==> src/rtl/paddle_controller_if.sv <==
// Signal bundle between the paddle controller and its neighbours.
//   frame_tick  : one-cycle pulse per video frame (buttons sampled only here)
//   up_button   : debounced up level
//   down_button : debounced down level
//   recenter    : one-cycle pulse returning the paddle to its start state
//   paddle_y    : top edge of the paddle
//   speed       : current speed in pixels per frame, 0 when idle
//   moving_up   : paddle is in an upward move
//   moving_down : paddle is in a downward move
//   at_top      : paddle_y is 0
//   at_bottom   : paddle_y is at the lowest legal position
// master drives frame_tick/buttons/recenter; slave is the controller.
interface paddle_controller_if #(
  parameter int unsigned Y_WIDTH = 10
);
  logic               frame_tick;
  logic               up_button;
  logic               down_button;
  logic               recenter;
  logic [Y_WIDTH-1:0] paddle_y;
  logic [3:0]         speed;
  logic               moving_up;
  logic               moving_down;
  logic               at_top;
  logic               at_bottom;

  modport master (
    output frame_tick, up_button, down_button, recenter,
    input  paddle_y, speed, moving_up, moving_down, at_top, at_bottom
  );

  modport slave (
    input  frame_tick, up_button, down_button, recenter,
    output paddle_y, speed, moving_up, moving_down, at_top, at_bottom
  );
endinterface

==> src/rtl/paddle_controller.sv <==
// Turns debounced up/down button levels into a paddle vertical position, updated once
// per frame. Speed ramps while a direction is held; the position is clamped to the
// playfield.
//   clock : system clock, all state changes on its rising edge
//   reset : synchronous, active-high
//   bus   : paddle_controller_if.slave (tick, buttons, recenter in; position/status out)
module paddle_controller #(
  parameter int unsigned SCREEN_HEIGHT = 480,
  parameter int unsigned PADDLE_HEIGHT = 80,
  parameter int unsigned INIT_Y        = 200,
  parameter int unsigned BASE_SPEED    = 2,
  parameter int unsigned MAX_SPEED     = 8,
  parameter int unsigned ACCEL_FRAMES  = 4,
  parameter int unsigned Y_WIDTH       = 10
) (
  input logic               clock,
  input logic               reset,
  paddle_controller_if.slave bus
);

  localparam int unsigned AccW = (ACCEL_FRAMES > 8) ? $clog2(ACCEL_FRAMES) : 3;

  localparam logic [Y_WIDTH:0]   YMax    = (Y_WIDTH+1)'(SCREEN_HEIGHT - PADDLE_HEIGHT);
  localparam logic [Y_WIDTH-1:0] InitY   = Y_WIDTH'(INIT_Y);
  localparam logic [3:0]         BaseSpd = 4'(BASE_SPEED);
  localparam logic [3:0]         MaxSpd  = 4'(MAX_SPEED);
  localparam logic [AccW-1:0]    AccLast = AccW'(ACCEL_FRAMES - 1);

  typedef enum logic [1:0] {StIdle, StMoveUp, StMoveDown} state_e;

  state_e             state_q, state_d;
  logic [Y_WIDTH-1:0] y_q, y_d;
  logic [3:0]         speed_q, speed_d;
  logic [AccW-1:0]    acc_q, acc_d;

  state_e           req;
  logic [3:0]       step;
  logic [Y_WIDTH:0] y_ext;
  logic [Y_WIDTH:0] step_ext;
  logic [Y_WIDTH:0] sum;

  always_ff @(posedge clock) begin
    if (reset) begin
      state_q <= StIdle;
      y_q     <= InitY;
      speed_q <= '0;
      acc_q   <= '0;
    end else begin
      state_q <= state_d;
      y_q     <= y_d;
      speed_q <= speed_d;
      acc_q   <= acc_d;
    end
  end

  always_comb begin
    state_d  = state_q;
    y_d      = y_q;
    speed_d  = speed_q;
    acc_d    = acc_q;
    req      = StIdle;
    step     = '0;
    y_ext    = {1'b0, y_q};
    step_ext = '0;
    sum      = '0;

    if (bus.recenter) begin
      // Recenter wins over a coincident tick; the tick is dropped.
      state_d = StIdle;
      y_d     = InitY;
      speed_d = '0;
      acc_d   = '0;
    end else if (bus.frame_tick) begin
      if (bus.up_button && !bus.down_button) begin
        req = StMoveUp;
      end else if (bus.down_button && !bus.up_button) begin
        req = StMoveDown;
      end

      if (req == StIdle) begin
        state_d = StIdle;
        speed_d = '0;
        acc_d   = '0;
      end else begin
        if (req != state_q) begin
          // New move or reversal: restart the ramp and move at base speed now.
          state_d = req;
          speed_d = BaseSpd;
          acc_d   = '0;
          step    = BaseSpd;
        end else begin
          // Continuing: move by the pre-update speed, then advance the ramp.
          step = speed_q;
          if (acc_q == AccLast) begin
            acc_d   = '0;
            speed_d = (speed_q >= MaxSpd) ? MaxSpd : speed_q + 4'd1;
          end else begin
            acc_d = acc_q + 1'b1;
          end
        end

        step_ext = (Y_WIDTH+1)'(step);
        sum      = y_ext + step_ext;
        if (req == StMoveUp) begin
          y_d = (y_ext < step_ext) ? '0 : y_q - step_ext[Y_WIDTH-1:0];
        end else begin
          y_d = (sum > YMax) ? YMax[Y_WIDTH-1:0] : sum[Y_WIDTH-1:0];
        end
      end
    end
  end

  assign bus.paddle_y    = y_q;
  assign bus.speed       = speed_q;
  assign bus.moving_up   = (state_q == StMoveUp);
  assign bus.moving_down = (state_q == StMoveDown);
  assign bus.at_top      = (y_q == '0);
  assign bus.at_bottom   = ({1'b0, y_q} == YMax);

endmodule

==> src/flat_wrapper.sv <==
// flat-port wrapper written by rule: the top's interface ports become plain ports
module paddle_controller_flat 
#(
  parameter int unsigned SCREEN_HEIGHT = 480,
  parameter int unsigned PADDLE_HEIGHT = 80,
  parameter int unsigned INIT_Y        = 200,
  parameter int unsigned BASE_SPEED    = 2,
  parameter int unsigned MAX_SPEED     = 8,
  parameter int unsigned ACCEL_FRAMES  = 4,
  parameter int unsigned Y_WIDTH       = 10
)
  (clock, reset, bus_frame_tick, bus_up_button, bus_down_button, bus_recenter, bus_paddle_y, bus_speed, bus_moving_up, bus_moving_down, bus_at_top, bus_at_bottom);
  paddle_controller_if #(.Y_WIDTH(Y_WIDTH)) bus_i ();
  input logic clock;
  input logic reset;
  input wire logic [$bits(bus_i.frame_tick)-1:0] bus_frame_tick;
  input wire logic [$bits(bus_i.up_button)-1:0] bus_up_button;
  input wire logic [$bits(bus_i.down_button)-1:0] bus_down_button;
  input wire logic [$bits(bus_i.recenter)-1:0] bus_recenter;
  output wire logic [$bits(bus_i.paddle_y)-1:0] bus_paddle_y;
  output wire logic [$bits(bus_i.speed)-1:0] bus_speed;
  output wire logic [$bits(bus_i.moving_up)-1:0] bus_moving_up;
  output wire logic [$bits(bus_i.moving_down)-1:0] bus_moving_down;
  output wire logic [$bits(bus_i.at_top)-1:0] bus_at_top;
  output wire logic [$bits(bus_i.at_bottom)-1:0] bus_at_bottom;
  assign bus_i.frame_tick = bus_frame_tick;
  assign bus_i.up_button = bus_up_button;
  assign bus_i.down_button = bus_down_button;
  assign bus_i.recenter = bus_recenter;
  assign bus_paddle_y = bus_i.paddle_y;
  assign bus_speed = bus_i.speed;
  assign bus_moving_up = bus_i.moving_up;
  assign bus_moving_down = bus_i.moving_down;
  assign bus_at_top = bus_i.at_top;
  assign bus_at_bottom = bus_i.at_bottom;
  paddle_controller #(.SCREEN_HEIGHT(SCREEN_HEIGHT), .PADDLE_HEIGHT(PADDLE_HEIGHT), .INIT_Y(INIT_Y), .BASE_SPEED(BASE_SPEED), .MAX_SPEED(MAX_SPEED), .ACCEL_FRAMES(ACCEL_FRAMES), .Y_WIDTH(Y_WIDTH)) u_core (.clock(clock), .reset(reset), .bus(bus_i));
endmodule
==> config.mk <==
export PLATFORM = sky130hd
export DESIGN_NAME = paddle_controller_flat
export DESIGN_NICKNAME = d
export VERILOG_FILES = /design/src/rtl/paddle_controller_if.sv /design/src/rtl/paddle_controller.sv /design/src/flat_wrapper.sv
export SDC_FILE = /design/constraint.sdc
export NUM_CORES = 1
export LEC_CHECK = 0
export ABC_AREA = 0
export CORE_MARGIN = 2
export CORE_UTILIZATION = 50
export CTS_CLUSTER_DIAMETER = 60
export DETAILED_ROUTE_END_ITERATION = 10
export GPL_TIMING_DRIVEN = 0
export PLACE_DENSITY = 0.77
export RECOVER_POWER = 25
export SYNTH_ARGS = -nofsm -noshare
export SYNTH_HDL_FRONTEND = slang
export SYNTH_SLANG_ARGS = --single-unit
export TNS_END_PERCENT = 100
==> constraint.sdc <==
create_clock -name clock -period 2.7 [get_ports clock]
set_input_delay 0.27 -clock clock [delete_from_list [all_inputs] [get_ports clock]]
set_output_delay 0.27 -clock clock [all_outputs]
set_load 0.05 [all_outputs]
== Yosys cells after proc, flatten, opt, wreduce, memory -nomap -nowiden ==
Cells that the tools add are included.

* Output and inout bits: 18
* Register bits: 19
* Input bits: 6
* Word-level logic and storage cells: 50

* Muxes and demuxes: 20
* Magnitude comparators: 3
* Reductions and logical operators: 12
* Bitwise logic cells: 1
* Equality and inequality tests: 6
* $add $sub $neg: 4

{| class="wikitable"
|+ Operators by type and width
! operator !! count
|-
| 4-bit two-way mux || 8
|-
| 10-bit two-way mux || 3
|-
| 2-bit two-way mux || 6
|-
| 10-bit by 4-bit adder with 11-bit output || 1
|-
| 11-bit by 9-bit greater-than comparator with 1-bit output (second input constant) || 1
|-
| 10-bit by 9-bit equality test with 1-bit output (second input constant) || 1
|-
| 10-bit zero test || 1
|-
| 10-bit by 4-bit less-than comparator with 1-bit output || 1
|-
| 10-bit by 4-bit subtractor with 10-bit output || 1
|-
| 3-bit two-way mux || 3
|-
| 2-bit AND reduction || 3
|-
| 4-bit by 1-bit adder with 4-bit output (second input constant) || 1
|-
| 2-bit by 1-bit equality test with 1-bit output (second input constant) || 2
|-
| 4-bit greater-or-equal comparator (second input constant) || 1
|-
| 3-bit by 1-bit adder with 3-bit output (second input constant) || 1
|-
| 3-bit by 2-bit equality test with 1-bit output (second input constant) || 1
|-
| 3-bit nonzero test || 1
|-
| 2-bit equality test (second input constant) || 1
|-
| 1-bit logical AND || 2
|-
| 1-bit zero test || 2
|-
| 2-bit zero test || 1
|-
| 2-bit inequality test || 1
|-
| 2-bit nonzero test || 1
|-
| 2-bit OR reduction || 1
|-
| 1-bit inverter || 1
|}

== Logic depth before layout (Yosys ltp) ==
* Word-level depth: 15
* Gate-level depth with buffers: 15
* Depth with buffers taken out: 15

== Worst setup path before layout ==
OpenSTA, ideal clock, no wires.

* Path type: flip-flop to flip-flop
* Start: register u_core.speed_q[0], in the netlist u_core.bus.speed[0]
* End: register u_core.y_q[4], in the netlist u_core.bus.paddle_y[4]
* Data arrival time: 2.781 ns
* Data required time: 2.583 ns
* Stages on the path, launching flop included: 13
* Path buffers: 0
* Setup time: 0.117 ns
* Clock period less this slack: 2.898 ns
* Path slack: -0.198 ns
* Path through: dfxtp_1 -> inv_1 -> nor2_1 -> ha_1 -> inv_1 -> fa_1 -> nor2_2 -> o31ai_4 -> nor3_1 -> a221o_2 -> and4b_4 -> nor2_1 -> a22o_1

* Word-level cells in the longest chain between the ends: 8
* Elaborated cells between the ends (all ways): 11
* Classes of those cells: add/sub: 2; order compare: 2; mux: 7

{| class="wikitable"
|+ RTL lines
! element !! line !! source
|-
| from (decl) || paddle_controller.sv:33 || <nowiki>logic [3:0] speed_q, speed_d;</nowiki>
|-
| from (signal assigned) || paddle_controller.sv:51 || <nowiki>speed_q <= speed_d;</nowiki>
|-
| 4-bit two-way mux (*) || paddle_controller.sv:85 || <nowiki>if (req != state_q) begin</nowiki>
|-
| 4-bit two-way mux (*) || paddle_controller.sv:80 || <nowiki>if (req == StIdle) begin</nowiki>
|-
| 4-bit two-way mux (*) || paddle_controller.sv:73 || <nowiki>end else if (bus.frame_tick) begin</nowiki>
|-
| 4-bit two-way mux (*) || paddle_controller.sv:67 || <nowiki>if (bus.recenter) begin</nowiki>
|-
| 10-bit by 4-bit adder with 11-bit output || paddle_controller.sv:103 || <nowiki>sum = y_ext + step_ext;</nowiki>
|-
| 11-bit by 9-bit greater-than comparator with 1-bit output || paddle_controller.sv:107 || <nowiki>y_d = (sum > YMax) ? YMax[Y_WIDTH-1:0] : sum[Y_WIDTH-1:0];</nowiki>
|-
| 10-bit two-way mux || paddle_controller.sv:107 ||
|-
| 10-bit two-way mux (*) || paddle_controller.sv:104 || <nowiki>if (req == StMoveUp) begin</nowiki>
|-
| to (signal assigned) || paddle_controller.sv:45 || <nowiki>y_q <= InitY;</nowiki>
|-
| to (signal assigned) || paddle_controller.sv:50 || <nowiki>y_q <= y_d;</nowiki>
|-
| to (decl) || paddle_controller.sv:32 || <nowiki>logic [Y_WIDTH-1:0] y_q, y_d;</nowiki>
|}

Mark *: on every way between the ends. The rest lies on a longest branch, timed or not. The select of a mux whose other input is x is not followed.
A chain may end at the register's enable or synchronous reset.

== Worst setup path in the final report ==
* Start: register u_core.state_q[1]
* End: register u_core.y_q[1], in the netlist u_core.bus.paddle_y[1]

* Word-level cells in the longest chain between the ends: 9
* Elaborated cells between the ends (all ways): 12
* Classes of those cells: add/sub: 2; order compare: 2; eq/ne: 1; mux: 7

{| class="wikitable"
|+ RTL lines
! element !! line !! source
|-
| from (decl) || paddle_controller.sv:31 || <nowiki>state_e state_q, state_d;</nowiki>
|-
| from (signal assigned) || paddle_controller.sv:44 || <nowiki>state_q <= StIdle;</nowiki>
|-
| from (signal assigned) || paddle_controller.sv:49 || <nowiki>state_q <= state_d;</nowiki>
|-
| 2-bit inequality test (*) || paddle_controller.sv:85 ||
|-
| 4-bit two-way mux (*) || paddle_controller.sv:85 ||
|-
| 4-bit two-way mux (*) || paddle_controller.sv:80 ||
|-
| 4-bit two-way mux (*) || paddle_controller.sv:73 ||
|-
| 4-bit two-way mux (*) || paddle_controller.sv:67 ||
|-
| 10-bit by 4-bit adder with 11-bit output || paddle_controller.sv:103 ||
|-
| 11-bit by 9-bit greater-than comparator with 1-bit output || paddle_controller.sv:107 ||
|-
| 10-bit two-way mux || paddle_controller.sv:107 ||
|-
| 10-bit two-way mux (*) || paddle_controller.sv:104 ||
|}

Marks and branches as above.

==> run metrics <==
final hold violations 0; Max Buffers Root-to-Sink 2; largest net degree at the start of global routing 11; CTS tree done; most frequent CP cell nor2_4; Synth top area share a little over a fifth; height of the die roughly 63 um; core area between 3000 and 4000 sq um; routed length per instance around 16 um; total CTS buffers 3; dominant synthesized flop cell dfxtp_1; DR DRC count 0; number of global-route vias before repair 1,663; Compound-Gate Fraction of Synth Area around a quarter; RSZ-0062 raised after global routing true; Avg Synthesized Cell Area 7.79 sq um; fin crit share 108%; first-pass GRT wire length 7.80 mm; # rows 21; layout cells sized above 1 25.4%; Iter 0 DRT Violations around 140; Worst Path Arrival 3.13 ns; Top delay family on crit path simple AND/OR/NAND/NOR gates; setup TNS -1.21 ns; area leader, netlist dfxtp_1; clk sink count 19; Worst Skew ~0.00091 ns; final setup margin -0.209 ns; Initial Util a little over half; Netlist cell types between 50 and 60; full die area 3980 sq um; slew margin rel. just under 60%; Detailed Route WL 4.94 mm; largest family of logic cells by synthesized area simple AND/OR/NAND/NOR gates; initial antenna violation count 0; Largest stage delay, worst path 0.39 ns; VDD IR max 0.000328 V; Top-Level Pins 24; FF+latch count, synth 19; status complete, but fails checks; Worst-Margin Slew slightly above 0.6 ns; Fill cells 280; Routed Antenna Nets 0; Post-Synth Simple-Gate Area a little over a quarter; Mapped Area 1750 sq um; gpl congestion 0.899; Syn. warnings 0; Remaining Overflow, GRT 0; Setup crit end kind flip-flop; most frequent cells in the layout nor2_1, clkdlybuf4s50_1, dfxtp_1; max_cap viols 0; register area share after synthesis 21.8%; Crit. path cell count 13; Slew Viols, Final 0; failing checks setup timing; Via density 5.81; # port buffers 22; FMAX 344 MHz; cell area after layout 2380 sq um; First-pass DRT Iterations 5; Post-Synth Adder-Cell Area between 10% and 20%; commonest non-fill, non-tap cell in the layout nor2_1; H-Tree Depth 1; root buffer cell clkbuf_4; most area-consuming cells after synthesis dfxtp_1, ha_1, nor2_1; DPL Wire Length 3.28 mm; Req. time, crit path 2.92 ns; Crit-path slowest cell dfxtp_4; critical-path maximum fanout 5; DR vias approximately 1,800; number of flops mapped to enable cells by yosys 0; Startpoint Class flip-flop; Die Width 63.1 um; crit path kind flip-flop to flip-flop; Final setup violation count 9; total power draw 623 uW; Leak ~0.84 nW; mux share of post-synthesis cell area 2.29%; Power Density 262 nW/um^2; XOR/XNOR Fraction of Synth Area between 4 and 5%; GRT Total Usage 24.3%; Syn Inst Count between 200 and 250; crit path buf inv count 1; Clk Latency, worst-skew pair around 0.3 ns; clock slew at reported path FFs 0.11 ns; area growth from synthesis to layout 36.3%; Hold/Removal Path Class primary input to flip-flop; Reg2Reg Depth 13; CP cell instances xnor2_4, nand2_2, nor2_4, ha_4, inv_2, fa_2, nor2_4, o31a_1, xnor2_1, nor4_1, and4b_4, o21bai_4, a211oi_2; diodes inserted 0; post-layout net count about 290; syn_nets 245; placed inst area about 2000 sq um; hold path cells 4; ys async rst share 0%; minimum clock period 2.91 ns
[sequential cells by signal (all words and copies together) (netlist names)]
signal and count:
u_core.state_q 2, u_core.bus.paddle_y 10, u_core.bus.speed 4, u_core.acc_q 3
[synthesized netlist by cell type, types with 3 or more instances]
cell type   n
nor2_1     25
dfxtp_1    19
inv_1      16
nand2_1    14
ha_1       13
nor3_1     13
a21oi_1    12
o21ai_0    10
nand3_1     7
nor2b_1     7
clkbuf_1    6
xnor2_1     6
mux2i_1     4
nand2b_1    4
nand4_1     4
o21ai_1     4
a22o_1      3
buf_2       3
nor4_1      3
o21a_1      3
o22ai_1     3
xor2_1      3
[cells by family after synthesis]
| family | Yosys count |
|---|---|
| multiplexers | 4 |
| adder cells (fa/ha/maj) | 15 |
| flip-flops | 19 |
| XOR/XNOR | 9 |
| AO/OA/AOI/OAI | 58 |
| buffers and inverters | 28 |
| AND/OR/NAND/NOR | 91 |
[layout make-up]
cell class	count	area, sq um	area share, %
Inverter	16	60.1	2.52
Sequential cell	19	389	16.4
Clock buffer	4	26.3	1.10
Timing Repair Buffer	37	337	14.2
Tap cell	46	57.6	2.42
Multi-Input combinational cell	177	1460	61.2
Buffer	11	52.6	2.21
[per-layer routing]
| metal | track usage (%) | vias up | wire (um) |
|---|---|---|---|
| li1 | - | 877 | - |
| met1 | 31.1 | 869 | 2150 |
| met2 | 42.8 | 48 | 2490 |
| met3 | 3.04 | 7 | 233 |
| met4 | 6.67 | 0 | 65 |
| met5 | 0 | - | 0 |
[power breakdown]
part	switching, mW	total [mW]	internal (mW)
Clock	0.0895	0.147	0.0576
Sequential	0.00656	0.290	0.284
Combinational	0.111	0.186	0.0750
Total	0.207	0.623	0.416
[tightest hold or removal path, cell delays in order]
cell,delay [ns]
buf_2,0.12
ha_4,0.17
mux2i_1,0.07
nor2_1,0.07
[worst paths after layout]
check | start | endpoint | slack [ns]
worst max-delay path | u_core.state_q[1]$_SDFFE_PP0P_ | u_core.bus.paddle_y[1]$_SDFFE_PP0P_ | -0.21
worst min-delay path | bus_down_button | u_core.state_q[1]$_SDFFE_PP0P_ | 0.44
worst min register to register | u_core.acc_q[2]$_SDFFE_PP0P_ | u_core.acc_q[2]$_SDFFE_PP0P_ | 0.50
worst max register to register | u_core.state_q[1]$_SDFFE_PP0P_ | u_core.bus.paddle_y[1]$_SDFFE_PP0P_ | -0.21
[through the flow]
step	std cells	hold WS [ns]	utilization, %	worst slack, ns
2_1_floorplan	224	0.428	-	-0.00286
3_3_place_gp	292	0.470	61.7	-0.802
3_5_place_dp	292	0.474	61.7	-0.855
4_1_cts	304	0.415	67.3	-0.0776
5_1_grt	310	0.461	71.3	-0.284
6_report	310	0.439	71.3	-0.209
[what timing repair did]
| item | CTS | global route |
|---|---|---|
| hold buffers | 0 | 0 |
| resized for setup | 30 | 15 |
| setup endpoints to repair | 10 | 10 |
| pin swaps | 21 | 18 |
| cloned | 0 | 0 |
| buffers inserted | 9 | 7 |
(Power assumes the default switching activity.)
